$ cat src/rtl/reg_wb_writer_pkg.sv
// Shared types and sizing for the register-file writeback controller.
//   WB_DEPTH      default writeback queue depth
//   REGADDR_WIDTH register address width
//   WORD_WIDTH    register data width
//   wb_state_t    write-strobe sequencer states
package reg_wb_writer_pkg;

    localparam int unsigned WB_DEPTH      = 4;
    localparam int unsigned REGADDR_WIDTH = 5;
    localparam int unsigned WORD_WIDTH    = 32;

    typedef enum logic [1:0] {
        WB_IDLE   = 2'd0,
        WB_SETUP  = 2'd1,
        WB_STROBE = 2'd2
    } wb_state_t;

    // The output registers hold a live write whenever the sequencer is not idle.
    function automatic logic wb_in_flight(input wb_state_t st);
        return st != WB_IDLE;
    endfunction

endpackage

$ cat src/rtl/reg_wb_writer_wb_fifo.sv
// Writeback request queue with every slot exposed for operand bypass and
// pending-register search.
//   clk, rst               clock, synchronous active-low reset
//   push, push_addr/data   enqueue (ignored when full)
//   pop                    dequeue head (ignored when empty)
//   head_addr/data         oldest entry
//   count, rd_ptr          occupancy and head slot index
//   full, empty            occupancy flags
//   entry_addr/data        raw slot contents, indexed by slot
module wb_fifo
    import reg_wb_writer_pkg::*;
#(
    parameter int unsigned DEPTH = WB_DEPTH,
    parameter int unsigned AW    = REGADDR_WIDTH,
    parameter int unsigned DW    = WORD_WIDTH,
    localparam int unsigned PW   = $clog2(DEPTH),
    localparam int unsigned CW   = PW + 1
) (
    input  logic          clk,
    input  logic          rst,
    input  logic          push,
    input  logic [AW-1:0] push_addr,
    input  logic [DW-1:0] push_data,
    input  logic          pop,
    output logic [AW-1:0] head_addr,
    output logic [DW-1:0] head_data,
    output logic [CW-1:0] count,
    output logic [PW-1:0] rd_ptr,
    output logic          full,
    output logic          empty,
    output logic [AW-1:0] entry_addr [DEPTH],
    output logic [DW-1:0] entry_data [DEPTH]
);

    logic [AW-1:0] addr_mem [DEPTH];
    logic [DW-1:0] data_mem [DEPTH];
    logic [PW-1:0] wr_ptr;
    logic          do_push;
    logic          do_pop;

    assign full    = (count == CW'(DEPTH));
    assign empty   = (count == '0);
    assign do_push = push && !full;
    assign do_pop  = pop && !empty;

    assign head_addr  = addr_mem[rd_ptr];
    assign head_data  = data_mem[rd_ptr];
    assign entry_addr = addr_mem;
    assign entry_data = data_mem;

    // Storage is not reset; validity comes from count/rd_ptr only.
    always_ff @(posedge clk) begin
        if (do_push) begin
            addr_mem[wr_ptr] <= push_addr;
            data_mem[wr_ptr] <= push_data;
        end
    end

    // Pointers wrap naturally because DEPTH is a power of two.
    always_ff @(posedge clk) begin
        if (!rst) begin
            rd_ptr <= '0;
            wr_ptr <= '0;
            count  <= '0;
        end else begin
            if (do_push) wr_ptr <= wr_ptr + PW'(1);
            if (do_pop)  rd_ptr <= rd_ptr + PW'(1);
            case ({do_push, do_pop})
                2'b10:   count <= count + CW'(1);
                2'b01:   count <= count - CW'(1);
                default: count <= count;
            endcase
        end
    end

endmodule

$ cat src/rtl/reg_wb_writer.sv
// Write-side controller for the register file. Queues writeback requests,
// replays them onto the regfile write port as a setup-then-strobe sequence,
// bypasses queued/in-flight values to the read ports and reports which
// registers have writes outstanding.
//   clk, rst                      clock, synchronous active-low reset
//   wb_valid/wb_ready             writeback request handshake
//   wb_addr, wb_data              writeback destination and value
//   rd_addr1/2, rf_data1/2        read port addresses and raw regfile data
//   rd_data1/2                    bypassed operands
//   reg_write/reg_waddr/reg_wdata registered regfile write port
//   pending                       per-register outstanding-write flags
//   idle                          nothing queued and sequencer idle
module reg_wb_writer
    import reg_wb_writer_pkg::*;
#(
    parameter int unsigned DEPTH = WB_DEPTH,
    parameter int unsigned AW    = REGADDR_WIDTH,
    parameter int unsigned DW    = WORD_WIDTH
) (
    input  logic               clk,
    input  logic               rst,
    input  logic               wb_valid,
    output logic               wb_ready,
    input  logic [AW-1:0]      wb_addr,
    input  logic [DW-1:0]      wb_data,
    input  logic [AW-1:0]      rd_addr1,
    input  logic [AW-1:0]      rd_addr2,
    input  logic [DW-1:0]      rf_data1,
    input  logic [DW-1:0]      rf_data2,
    output logic [DW-1:0]      rd_data1,
    output logic [DW-1:0]      rd_data2,
    output logic               reg_write,
    output logic [AW-1:0]      reg_waddr,
    output logic [DW-1:0]      reg_wdata,
    output logic [(2**AW)-1:0] pending,
    output logic               idle
);

    localparam int unsigned PW = $clog2(DEPTH);
    localparam int unsigned CW = PW + 1;

    wb_state_t     state;
    logic          push;
    logic          pop;
    logic          in_flight;
    logic [AW-1:0] head_addr;
    logic [DW-1:0] head_data;
    logic [CW-1:0] count;
    logic [PW-1:0] rd_ptr;
    logic          fifo_full;
    logic          fifo_empty;
    logic [AW-1:0] entry_addr [DEPTH];
    logic [DW-1:0] entry_data [DEPTH];

    // Writes to $zero complete the handshake but never enter the queue.
    assign wb_ready  = !fifo_full;
    assign push      = wb_valid && wb_ready && (wb_addr != '0);
    assign pop       = !fifo_empty && ((state == WB_IDLE) || (state == WB_STROBE));
    assign in_flight = wb_in_flight(state);
    assign idle      = fifo_empty && (state == WB_IDLE);

    wb_fifo #(
        .DEPTH (DEPTH),
        .AW    (AW),
        .DW    (DW)
    ) u_fifo (
        .clk        (clk),
        .rst        (rst),
        .push       (push),
        .push_addr  (wb_addr),
        .push_data  (wb_data),
        .pop        (pop),
        .head_addr  (head_addr),
        .head_data  (head_data),
        .count      (count),
        .rd_ptr     (rd_ptr),
        .full       (fifo_full),
        .empty      (fifo_empty),
        .entry_addr (entry_addr),
        .entry_data (entry_data)
    );

    // Write sequencer: address/data settle for a full cycle before the
    // strobe, and the strobe always drops between writes because the regfile
    // is level-sensitive.
    always_ff @(posedge clk) begin
        if (!rst) begin
            state     <= WB_IDLE;
            reg_write <= 1'b0;
            reg_waddr <= '0;
            reg_wdata <= '0;
        end else begin
            case (state)
                WB_IDLE: begin
                    reg_write <= 1'b0;
                    if (!fifo_empty) begin
                        reg_waddr <= head_addr;
                        reg_wdata <= head_data;
                        state     <= WB_SETUP;
                    end
                end
                WB_SETUP: begin
                    reg_write <= 1'b1;
                    state     <= WB_STROBE;
                end
                WB_STROBE: begin
                    reg_write <= 1'b0;
                    if (!fifo_empty) begin
                        reg_waddr <= head_addr;
                        reg_wdata <= head_data;
                        state     <= WB_SETUP;
                    end else begin
                        state <= WB_IDLE;
                    end
                end
                default: begin
                    reg_write <= 1'b0;
                    state     <= WB_IDLE;
                end
            endcase
        end
    end

    // Operand bypass: scan oldest to youngest so the youngest match wins,
    // then fall back to the in-flight write, then to the regfile.
    always_comb begin
        logic          hit1;
        logic          hit2;
        logic [DW-1:0] qval1;
        logic [DW-1:0] qval2;
        logic [PW-1:0] idx;
        hit1  = 1'b0;
        hit2  = 1'b0;
        qval1 = '0;
        qval2 = '0;
        idx   = '0;
        for (int k = 0; k < DEPTH; k++) begin
            idx = rd_ptr + PW'(k);
            if (CW'(k) < count) begin
                if (entry_addr[idx] == rd_addr1) begin
                    hit1  = 1'b1;
                    qval1 = entry_data[idx];
                end
                if (entry_addr[idx] == rd_addr2) begin
                    hit2  = 1'b1;
                    qval2 = entry_data[idx];
                end
            end
        end

        if (rd_addr1 == '0)                          rd_data1 = '0;
        else if (hit1)                               rd_data1 = qval1;
        else if (in_flight && reg_waddr == rd_addr1) rd_data1 = reg_wdata;
        else                                         rd_data1 = rf_data1;

        if (rd_addr2 == '0)                          rd_data2 = '0;
        else if (hit2)                               rd_data2 = qval2;
        else if (in_flight && reg_waddr == rd_addr2) rd_data2 = reg_wdata;
        else                                         rd_data2 = rf_data2;
    end

    // Pending scoreboard decoded from registered queue and sequencer state.
    always_comb begin
        logic [PW-1:0] idx;
        pending = '0;
        idx     = '0;
        for (int k = 0; k < DEPTH; k++) begin
            idx = rd_ptr + PW'(k);
            if (CW'(k) < count) pending[entry_addr[idx]] = 1'b1;
        end
        if (in_flight) pending[reg_waddr] = 1'b1;
        pending[0] = 1'b0;
    end

endmodule

$ cat config.mk
export PLATFORM = sky130hd
export DESIGN_NAME = reg_wb_writer
export DESIGN_NICKNAME = d
export VERILOG_FILES = /design/src/rtl/reg_wb_writer_pkg.sv /design/src/rtl/reg_wb_writer_wb_fifo.sv /design/src/rtl/reg_wb_writer.sv
export SDC_FILE = /design/constraint.sdc
export NUM_CORES = 1
export LEC_CHECK = 0
export CAP_MARGIN = 20
export CORE_ASPECT_RATIO = 1.2
export CORE_UTILIZATION = 40
export CTS_BUF_LIST = sky130_fd_sc_hd__clkbuf_4
export DETAILED_ROUTE_END_ITERATION = 16
export GPL_TIMING_DRIVEN = 0
export HOLD_SLACK_MARGIN = 0.02
export PLACE_DENSITY = 0.66
export SLEW_MARGIN = 20
export SYNTH_ARGS = -nofsm -noshare
export SYNTH_HDL_FRONTEND = slang
export SYNTH_SLANG_ARGS = --single-unit
$ cat constraint.sdc
create_clock -name clk -period 5 [get_ports clk]
set_input_delay 1.5 -clock clk [delete_from_list [all_inputs] [get_ports clk]]
set_output_delay 1.5 -clock clk [all_outputs]
set_load 0.03 [all_outputs]
* Yosys cells after proc, flatten, opt, wreduce, memory -nomap -nowiden
Index checks and enable logic that the tools add are counted.
Word-level totals: output and inout port bits 136, logic and storage cells 181, input port bits 114, register bits after elaboration 195
Cells by class: order comparisons 20, reductions and logical operators 26, bitwise operators 10, equal/unequal tests 16, $add $sub $neg 6, mux-type cells 88
Operators by type and width (count):
- 2-to-1 mux 32 bit | 36
- binary-select mux 32 bit (select 2 bit) | 4
- bitwise mux 128 bit | 1
- OR 32 bit | 4
- demux 32 bit (select 2 bit) | 1
- == test 5 bit | 10
- 2-to-1 mux 5 bit | 9
- binary-select mux 5 bit (select 2 bit) | 4
- < comparator 5 x 6 -> 1 bit, second input constant | 5
- demux 1 bit (select 5 bit) | 5
- greater-or-equal comparator 5 x 1 -> 1 bit, second input constant | 5
- 2-to-1 mux 1 bit | 23
- bitwise mux 20 bit | 1
- greater-or-equal comparator 3 bit, second input constant | 5
- inverter 2 -> 3 bit | 5
- logical AND 1 bit | 14
- demux 5 bit (select 2 bit) | 1
- logical NOT 5 bit | 2
- < comparator 1 x 3 -> 1 bit, first input constant | 2
- < comparator 2 x 3 -> 1 bit, first input constant | 2
- one-hot mux 2 bit (3 select lines) | 1
- one-hot mux 3 bit (2 select lines) | 1
- nonzero test 5 bit | 1
- adder 2 x 1 -> 2 bit, second input constant | 2
- 17 further kinds | 22

* Logic depth before layout (Yosys ltp)
Gate-level depths: netlist (run 1).
depth in word-level cells 17, gate-level depth with buffers 14, depth with buffers taken out 10

* By module
From an unflattened synthesis (run 1), not the netlist that was laid out.
Unflattened totals: cells, all modules 1686, area, all modules 15994.1 um2
By module, submodules not included:
- reg_wb_writer | cells an instance 1441, instances 1, seq. area each 800.8 um2, area an instance 10060.9 um2
- wb_fifo | cells an instance 245, instances 1, seq. area each 4584.4 um2, area an instance 5933.2 um2

* Worst setup path after synthesis (run 1)
Ideal clock, no wire load.
path type input port to output port, start input port rd_addr2[0], end output port rd_data2[31], setup slack -0.147 ns, data arrival time 3.647 ns, buffers on the path 3, cell stages on the path 9, path through clkbuf_1 > xnor2_1 > nand3_1 > or3_1 > clkbuf_1 > and4_1 > buf_2 > a211o_1 > a31oi_1
On the way: word-level cells in the longest chain between the ends 11, elaborated cells between the ends (all ways) 26
Ends and longest elaborated chain:
- from (decl) | line reg_wb_writer.sv:27 | input logic [AW-1:0] rd_addr2,
- == test 5 bit | line reg_wb_writer.sv:144 | if (entry_addr[idx] == rd_addr2) begin
- 2-to-1 mux 32 bit / 2-to-1 mux 1 bit (equally long branches) | line reg_wb_writer.sv:144
- 2-to-1 mux 32 bit / 2-to-1 mux 1 bit (equally long branches) | line reg_wb_writer.sv:139 | if (CW'(k) < count) begin
- 2-to-1 mux 32 bit / 2-to-1 mux 1 bit (equally long branches) | line reg_wb_writer.sv:144
- 2-to-1 mux 32 bit / 2-to-1 mux 1 bit (equally long branches) | line reg_wb_writer.sv:139
- 2-to-1 mux 32 bit / 2-to-1 mux 1 bit (equally long branches) | line reg_wb_writer.sv:144
- 2-to-1 mux 32 bit / 2-to-1 mux 1 bit (equally long branches) | line reg_wb_writer.sv:139
- 2-to-1 mux 32 bit / 2-to-1 mux 1 bit (equally long branches) | line reg_wb_writer.sv:144
- 2-to-1 mux 32 bit / 2-to-1 mux 1 bit (equally long branches) | line reg_wb_writer.sv:139
- 2-to-1 mux 32 bit | line reg_wb_writer.sv:157 | else if (hit2) rd_data2 = qval2;
- 2-to-1 mux 32 bit * | line reg_wb_writer.sv:156 | if (rd_addr2 == '0) rd_data2 = '0;
- to (decl) | line reg_wb_writer.sv:31 | output logic [DW-1:0] rd_data2,
Every way passes the cells marked *; elsewhere a longest branch is shown, timed or not.

* Worst setup path in the final report (run 1)
start register u_fifo.rd_ptr[0], end output port rd_data2[4]
On the way: word-level cells in the longest chain between the ends 15, elaborated cells between the ends (all ways) 53
Ends and longest elaborated chain:
- from (decl) | line reg_wb_writer_wb_fifo.sv:28 | output logic [PW-1:0] rd_ptr,
- from (signal assigned) | line reg_wb_writer_wb_fifo.sv:67 | if (do_pop) rd_ptr <= rd_ptr + PW'(1);
- parallel branches: the longest is 13 deep, another holds adder 2 x 1 -> 2 bit
- 2-to-1 mux 32 bit * | line reg_wb_writer.sv:157
- 2-to-1 mux 32 bit * | line reg_wb_writer.sv:156
Every way passes the cells marked *. The select of a mux whose other input is x is not followed.

==> impl_results.md, run 1 <==
- Status: finished with violations
- Failing checks: setup timing
- Nets: 2048
- Comb pwr share: 0.668
- Slew of the pin with the lowest slew margin: 0.998 ns
- CP required: 3.50 ns
- Setup TNS: -22.14 ns
- GRT Residual Overflow: 0
- Kind of critical path: flop to output pin
- DP Wirelength: 46600 um
- Switching share of power: 0.504
- I/O Buffers: 237
- Commonest non-fill, non-tap cell in the layout: nand2_1
- GRT Total Usage: 0.339
- Die area: 38900 um^2
- CTS sink cnt: 195
- Synth unique cells: 62
- Startpoint Class: flop
- P_int: 0.00474 W
- Period minus WS final: 5.43 ns
- IO Pins: 250
- Die X: 180 um
- Core footprint: 37700 um^2
- First-pass GRT wire length: 98300 um
- Leakage: 7.84 nW
- Syn Inst Count: 1588
- Vias in the first global route: 15628
- Largest net degree at the start of global routing: 38
- CTS tree: built
- Htree depth: 4
- M1 WL: 25000 um
- Sequential element share of the synthesized area: 0.353
- Most frequent cells in the layout: nand2_1, mux2i_1, edfxtp_1
- Clock Pin Slew Worst Setup and Hold Paths: 0.19 ns
- Crit path max fanout: 10
- Final ANT Viol Nets: 0
- FP Rows: 78
- Worst setup endpoint: rd_data2[4]
- RR Startpoint: u_fifo.count[0]
- Cts bufs inserted: 17
- Slew Limit Headroom: 0.335
- Count of final setup violators: 64
- WP data arrival: 3.93 ns
- Maximum vdd drop: 0.000261 V
- Yosys reg bits: 195
- Die height: 216 um
- RSZ-0062 raised after global routing: true
- CP Launch Point: u_fifo.rd_ptr[0]
- Hold_buf cts: 0
- Gpl congestion: 0.954
- Initial antenna violation count: 2
- Seq pwr share: 0.241
- Final WL: 67000 um
- Initial DRC Count: 1862
- Syn. warnings: 0
- Synthesized Nets: 1710
- Via-per-instance ratio: 6.48
- DR top layer: met4
- Final worst setup slack: -0.426 ns
- Clock share of power: 0.091
- Fmax: 0.184 GHz
- Setup Skew: 0.0390 ns
- Sw power: 0.00481 W
- DRT Pass-1 Iters: 6
- Max-slew violations: 0
- Initial core utilization: 0.405
- Final Util: 0.556
- PD cells: 456 nW/um^2
- Hold WS: 0.496 ns
- Clock latency on the worst-skew pair: 0.69 ns
- Share of post-route cells with drive strength above 1: 0.301
- Flop-to-flop setup slack: 2.13 ns
- Final hold vios: 0
- CTS max path bufs: 2
- Number of synthesized flops with an enable pin: 148
- Worst min-delay path category: flop to flop
- Worst flop-to-flop path endpoint: reg_wdata[25]
- Main flop type after synthesis: edfxtp_1
- Met3 WL: 5850 um
- Area delta synth->final: 37.1%
- R2r worst-path depth: 8
- MaxCap Viol Count: 0
- WL met2: 31900 um
- Root Buffer: clkbuf_4
- Synth Cell Area: 15300 um^2
- Fraction of registers with async set or reset after synthesis: 0
- Setup crit end kind: output pin
- DR vias: 15698
- Period utilization: 1.09
- # DRC: 0
- Routed WL per cell: 27.7 um
- Syn_area_per_cell: 9.61 um^2
[what timing repair did]
| action | 4_1_cts | 5_1_grt |
|---|---|---|
| buffers inserted | 66 | 25 |
| cloned | 9 | 0 |
| setup endpoints to repair | 95 | 72 |
| gates resized for setup | 782 | 66 |
| pin swaps | 57 | 50 |
[power groups by stage]
stage / registers (W) / clock network [W] / logic, W
final: 0.00230 / 0.000870 / 0.00638
after global routing: 0.00233 / 0.000927 / 0.00661
after CTS: 0.00228 / 0.000863 / 0.00605
after detailed placement: 0.00231 / 0 / 0.00539
after global placement: 0.00231 / 0 / 0.00535
after floorplan: 0.00248 / 0 / 0.00319
[metrics by stage]
stage | total power, W | std cells | setup slack [ns] | cell area, um^2
final | 0.00955 | 2423 | -0.426 | 20900
after global routing | 0.00986 | 2421 | -0.466 | 20900
after global placement | 0.00766 | 2305 | -1.52 | 18400
after detailed placement | 0.00771 | 2305 | -1.50 | 18400
after floorplan | 0.00568 | 1588 | -0.0260 | 15400
after CTS | 0.00919 | 2400 | -0.311 | 20500
[critical path: stages, from the launching register on]
cell and delay [ns]:
dfxtp_2 0.39, buf_8 0.12, buf_6 0.12, buf_4 0.11
mux4_2 0.60, xnor2_1 0.18, nand4_1 0.19, buf_4 0.19
nor2_2 0.21, clkbuf_8 0.24, buf_2 0.33, a21oi_1 0.14
a21oi_2 0.23, buf_6 0.17
[cell type report]
cell class	instances	area, um^2
fillers	3320	16700
well taps	480	601
diodes	4	10.0
plain buffers	143	1150
flip-flops and latches	195	5390
repair buffers	334	3470
multi-input cells	1224	9990
inverters	11	41.3
clock inverters	15	149
clock buffers	17	128
[synthesized netlist by cell type, types with 16 or more instances]
cell	instances	area (um^2)
xor2_1	17	149
edfxtp_1	148	4440
nor3_1	16	80.1
a31oi_1	54	338
o21ai_0	109	546
o21a_1	30	225
mux2i_1	167	1670
buf_2	39	195
buf_1	19	71.3
dfxtp_1	47	941
nand2_1	212	796
a21oi_1	84	420
nand3_1	58	290
a221o_1	24	240
a21boi_0	37	278
nor3b_1	18	135
a21o_1	31	233
a221oi_1	19	166
xnor2_1	37	324
nor2_1	34	128
mux2_2	57	642
mux4_2	44	991
clkbuf_1	89	334
a22oi_1	60	450
[worst min-delay path by stage]
stage / startpoint / endpoint / slack [ns] / cells past startpoint
2_1_floorplan: state[1] / reg_write / 0.42 / 1
3_3_place_gp: state[1] / state[1] / 0.45 / 1
3_5_place_dp: state[1] / state[1] / 0.46 / 1
4_1_cts: state[1] / state[1] / 0.50 / 1
5_1_grt: state[1] / state[1] / 0.54 / 1
6_report: state[1] / state[1] / 0.50 / 1
[layer usage]
layer | up-vias | GRT usage
met2 | 1088 | 0.562
li1 | 6711 | -
met4 | 0 | 0.215
met3 | 283 | 0.0668
met1 | 7616 | 0.403
met5 | - | 0
[flip-flops by register name, summed over array words and instances (netlist names)]
register           cells
u_fifo.entry_addr     20
u_fifo.wr_ptr          2
u_fifo.entry_data    128
u_fifo.count           3
reg_waddr              5
reg_wdata             32
reg_write              1
state                  2
u_fifo.rd_ptr          2
[cell families after synthesis]
family                   share of synthesized area
buffers and inverters                       0.0494
AO/OA/AOI/OAI                                0.216
flip-flops                                   0.353
AND/OR/NAND/NOR                              0.125
other                                     0.000246
XOR/XNOR                                    0.0342
adder cells (fa/ha/maj)                    0.00656
multiplexers                                 0.216
Note: power is estimated with default switching activity, not from simulation.
==> run 2: changes to the inputs <==
CAP_MARGIN = default   (was 20)
HOLD_SLACK_MARGIN = default   (was 0.02)
==> results of run 2 <==
Final layout, timing and power as in run 1 (identical DEF).
==> run 3: changes to the inputs <==
--- a/config.mk
+++ b/config.mk
@@ -13,2 +13,3 @@
 export PLACE_DENSITY = 0.66
+export RECOVER_POWER = 25
 export SLEW_MARGIN = 20
--- a/constraint.sdc
+++ b/constraint.sdc
@@ -3,2 +3,2 @@
 set_output_delay 1.5 -clock clk [all_outputs]
-set_load 0.03 [all_outputs]
+set_load 0.005 [all_outputs]
==> impl_results.md, run 3 (synthesized netlist as in run 1, its figures left out) <==
- Nets: 2075 (+1.3%)
- Worst path top cell family by delay: buffers and inverters
- Setup crit end kind: output pin
- IO Pins: 250 (unchanged)
- Most frequent cells in the layout: nand2_1, mux2i_1, edfxtp_1
- Flop-to-flop setup slack: 2.08 ns (-0.05 ns)
- Via-per-instance ratio: 6.59 (+1.7%)
- P_int: 0.00474 W (+0.12%)
- Fillcell total: 3206 (-3.4%)
- Final hold vios: 0 (unchanged)
- Largest net degree at the start of global routing: 38 (unchanged)
- Root Buffer: clkbuf_4
- Worst path slowest cell: mux4_2
- Comb pwr share: 0.645 (-0.023)
- Slew Limit Headroom: 0.348 (+0.0136)
- Sw power: 0.00433 W (-10%)
- # DRC: 0 (unchanged)
- CTS sink cnt: 195 (unchanged)
- Slew of the pin with the lowest slew margin: 0.970 ns (-0.0279 ns)
- Status: finished with violations
- DR vias: 16134 (+2.8%)
- Area delta synth->final: 39.6%
- Htree depth: 4 (unchanged)
- Final WL: 68300 um (+1.8%)
- Place WS: -1.33 ns (+0.168 ns)
- Clock latency on the worst-skew pair: 0.69 ns (about the same)
- Commonest non-fill, non-tap cell in the layout: nand2_1
- CTS max path bufs: 2 (unchanged)
- CP required: 3.50 ns (about the same)
- Power Total: 0.00907 W (-5.0%)
- CP peak stage delay: 0.53 ns (-0.07 ns)
- Die height: 216 um (unchanged)
- Final ANT Viol Nets: 0 (unchanged)
- Period minus WS final: 5.42 ns (-0.00425 ns)
- Failing checks: setup timing
- Worst min-delay path category: flop to flop
- Area of the multi-input gates: 10300 um^2 (+3.1%)
- Clock Pin Slew Worst Setup and Hold Paths: 0.18 ns (about the same)
- WP data arrival: 3.92 ns (about the same)
- Hold_buf cts: 0 (unchanged)
- Vias in the first global route: 15928 (+1.9%)
- Max-slew violations: 0 (unchanged)
- Met3 WL: 6590 um (+13%)
- Initial DRC Count: 2094 (+12%)
- WP buf/inv: 8 (+1)
- Cts bufs inserted: 17 (unchanged)
- WL met2: 31500 um (-1.4%)
- GRT Residual Overflow: 0 (unchanged)
- Reg area: 5390 um^2 (unchanged)
- Maximum vdd drop: 0.000279 V (+6.9%)
- Switching share of power: 0.478 (-0.0265)
- CP cell instances: buf_8 > buf_12 > buf_12 > mux4_2 > xor2_1 > nor4_2 > buf_4 > o21a_4 > buf_12 > buf_12 > buf_12 > nand3_2 > a221o_1 > a21oi_2 > buf_2
- Initial antenna violation count: 2 (unchanged)
- DP Wirelength: 46500 um (-0.23%)
- Kind of critical path: flop to output pin
- GRT Total Usage: 0.339 (+0.000586)
- Max reg flops: 128 (unchanged)
- Setup Skew: 0.0297 ns (-0.00931 ns)
- FP Rows: 78 (unchanged)
- Fmax: 0.184 GHz (about the same)
- DRT Pass-1 Iters: 10 (+4)
- CTS tree: built
- Share of post-route cells with drive strength above 1: 0.331 (+0.0300)
- Most Frequent Cell on Critical Path: buf_12
- Gpl congestion: 0.965 (+1.1%)
- Startpoint Class: flop
- Count of final setup violators: 65 (+1.6%)
- RSZ-0062 raised after global routing: true
- First-pass GRT wire length: 98800 um (+0.55%)
- Seq pwr share: 0.253 (+0.012)
- Final worst setup slack: -0.422 ns (+0.00425 ns)
- Die area: 38900 um^2 (unchanged)
- I/O Buffers: 237 (unchanged)
- Crit path max fanout: 7 (-3)
- Core footprint: 37700 um^2 (unchanged)
- Leakage: 8.09 nW (+3.2%)
- PD cells: 426 nW/um^2 (-6.6%)
- Routed WL per cell: 27.9 um (+0.80%)
- Period utilization: 1.08 (about the same)
- MaxCap Viol Count: 0 (unchanged)
- Clock share of power: 0.102 (+0.011)
- Initial core utilization: 0.405 (unchanged)
- DR top layer: met5
- M1 WL: 25200 um (+0.63%)
- Die X: 180 um (unchanged)
## run 3: area by class of cell
| class | count | share of cell area |
|---|---|---|
| Clock inverter | 15 | 0.00787 |
| Multi-Input combinational cell | 1224 | 0.484 |
| Timing Repair Buffer | 367 | 0.167 |
| Tap cell | 480 | 0.0282 |
| Sequential cell | 195 | 0.253 |
| Antenna cell | 2 | 0.000235 |
| Buffer | 137 | 0.0522 |
| Inverter | 11 | 0.00194 |
| Clock buffer | 17 | 0.00599 |
## run 3: repair_timing
action	4_1_cts	5_1_grt
resized for setup	626	199
pin swaps	152	104
setup buffers	81	50
gates cloned	10	2
endpoints found under the setup margin	95	91
## run 3: power by group through the flow
stage,clock network [W],registers [W],logic (W)
after floorplan,0,0.00224,0.00280
after global placement,0,0.00231,0.00469
after detailed placement,0,0.00231,0.00476
after CTS,0.000914,0.00229,0.00530
after global routing,0.000971,0.00233,0.00608
final,0.000923,0.00230,0.00585
## run 3: path summary, 6_finish.rpt
check                                 startpoint               to  cells after the start
worst max-delay path            u_fifo.rd_ptr[0]     rd_data2[30]                     15
worst min-delay path                    state[1]         state[1]                      1
worst max register to register   u_fifo.count[0]  u_fifo.count[2]                      8
worst min register to register          state[1]         state[1]                      1
## run 3: per-stage QoR
stage	hold slack [ns]	instances	cell area (um^2)	util	TNS, ns
after global routing	0.530	2448	21300	0.565	-23.71
after detailed placement	0.463	2305	18300	0.485	-71.30
final	0.497	2448	21300	0.565	-19.48
after global placement	0.454	2305	18200	0.484	-83.72
after floorplan	0.422	1588	15300	-	0
after CTS	0.498	2414	20500	0.543	-17.23
## run 3: routing by layer
layer | GRT usage | vias up
met5 | 0.00875 | -
met2 | 0.561 | 1185
met1 | 0.402 | 7816
met3 | 0.0697 | 352
met4 | 0.217 | 2
li1 | - | 6779
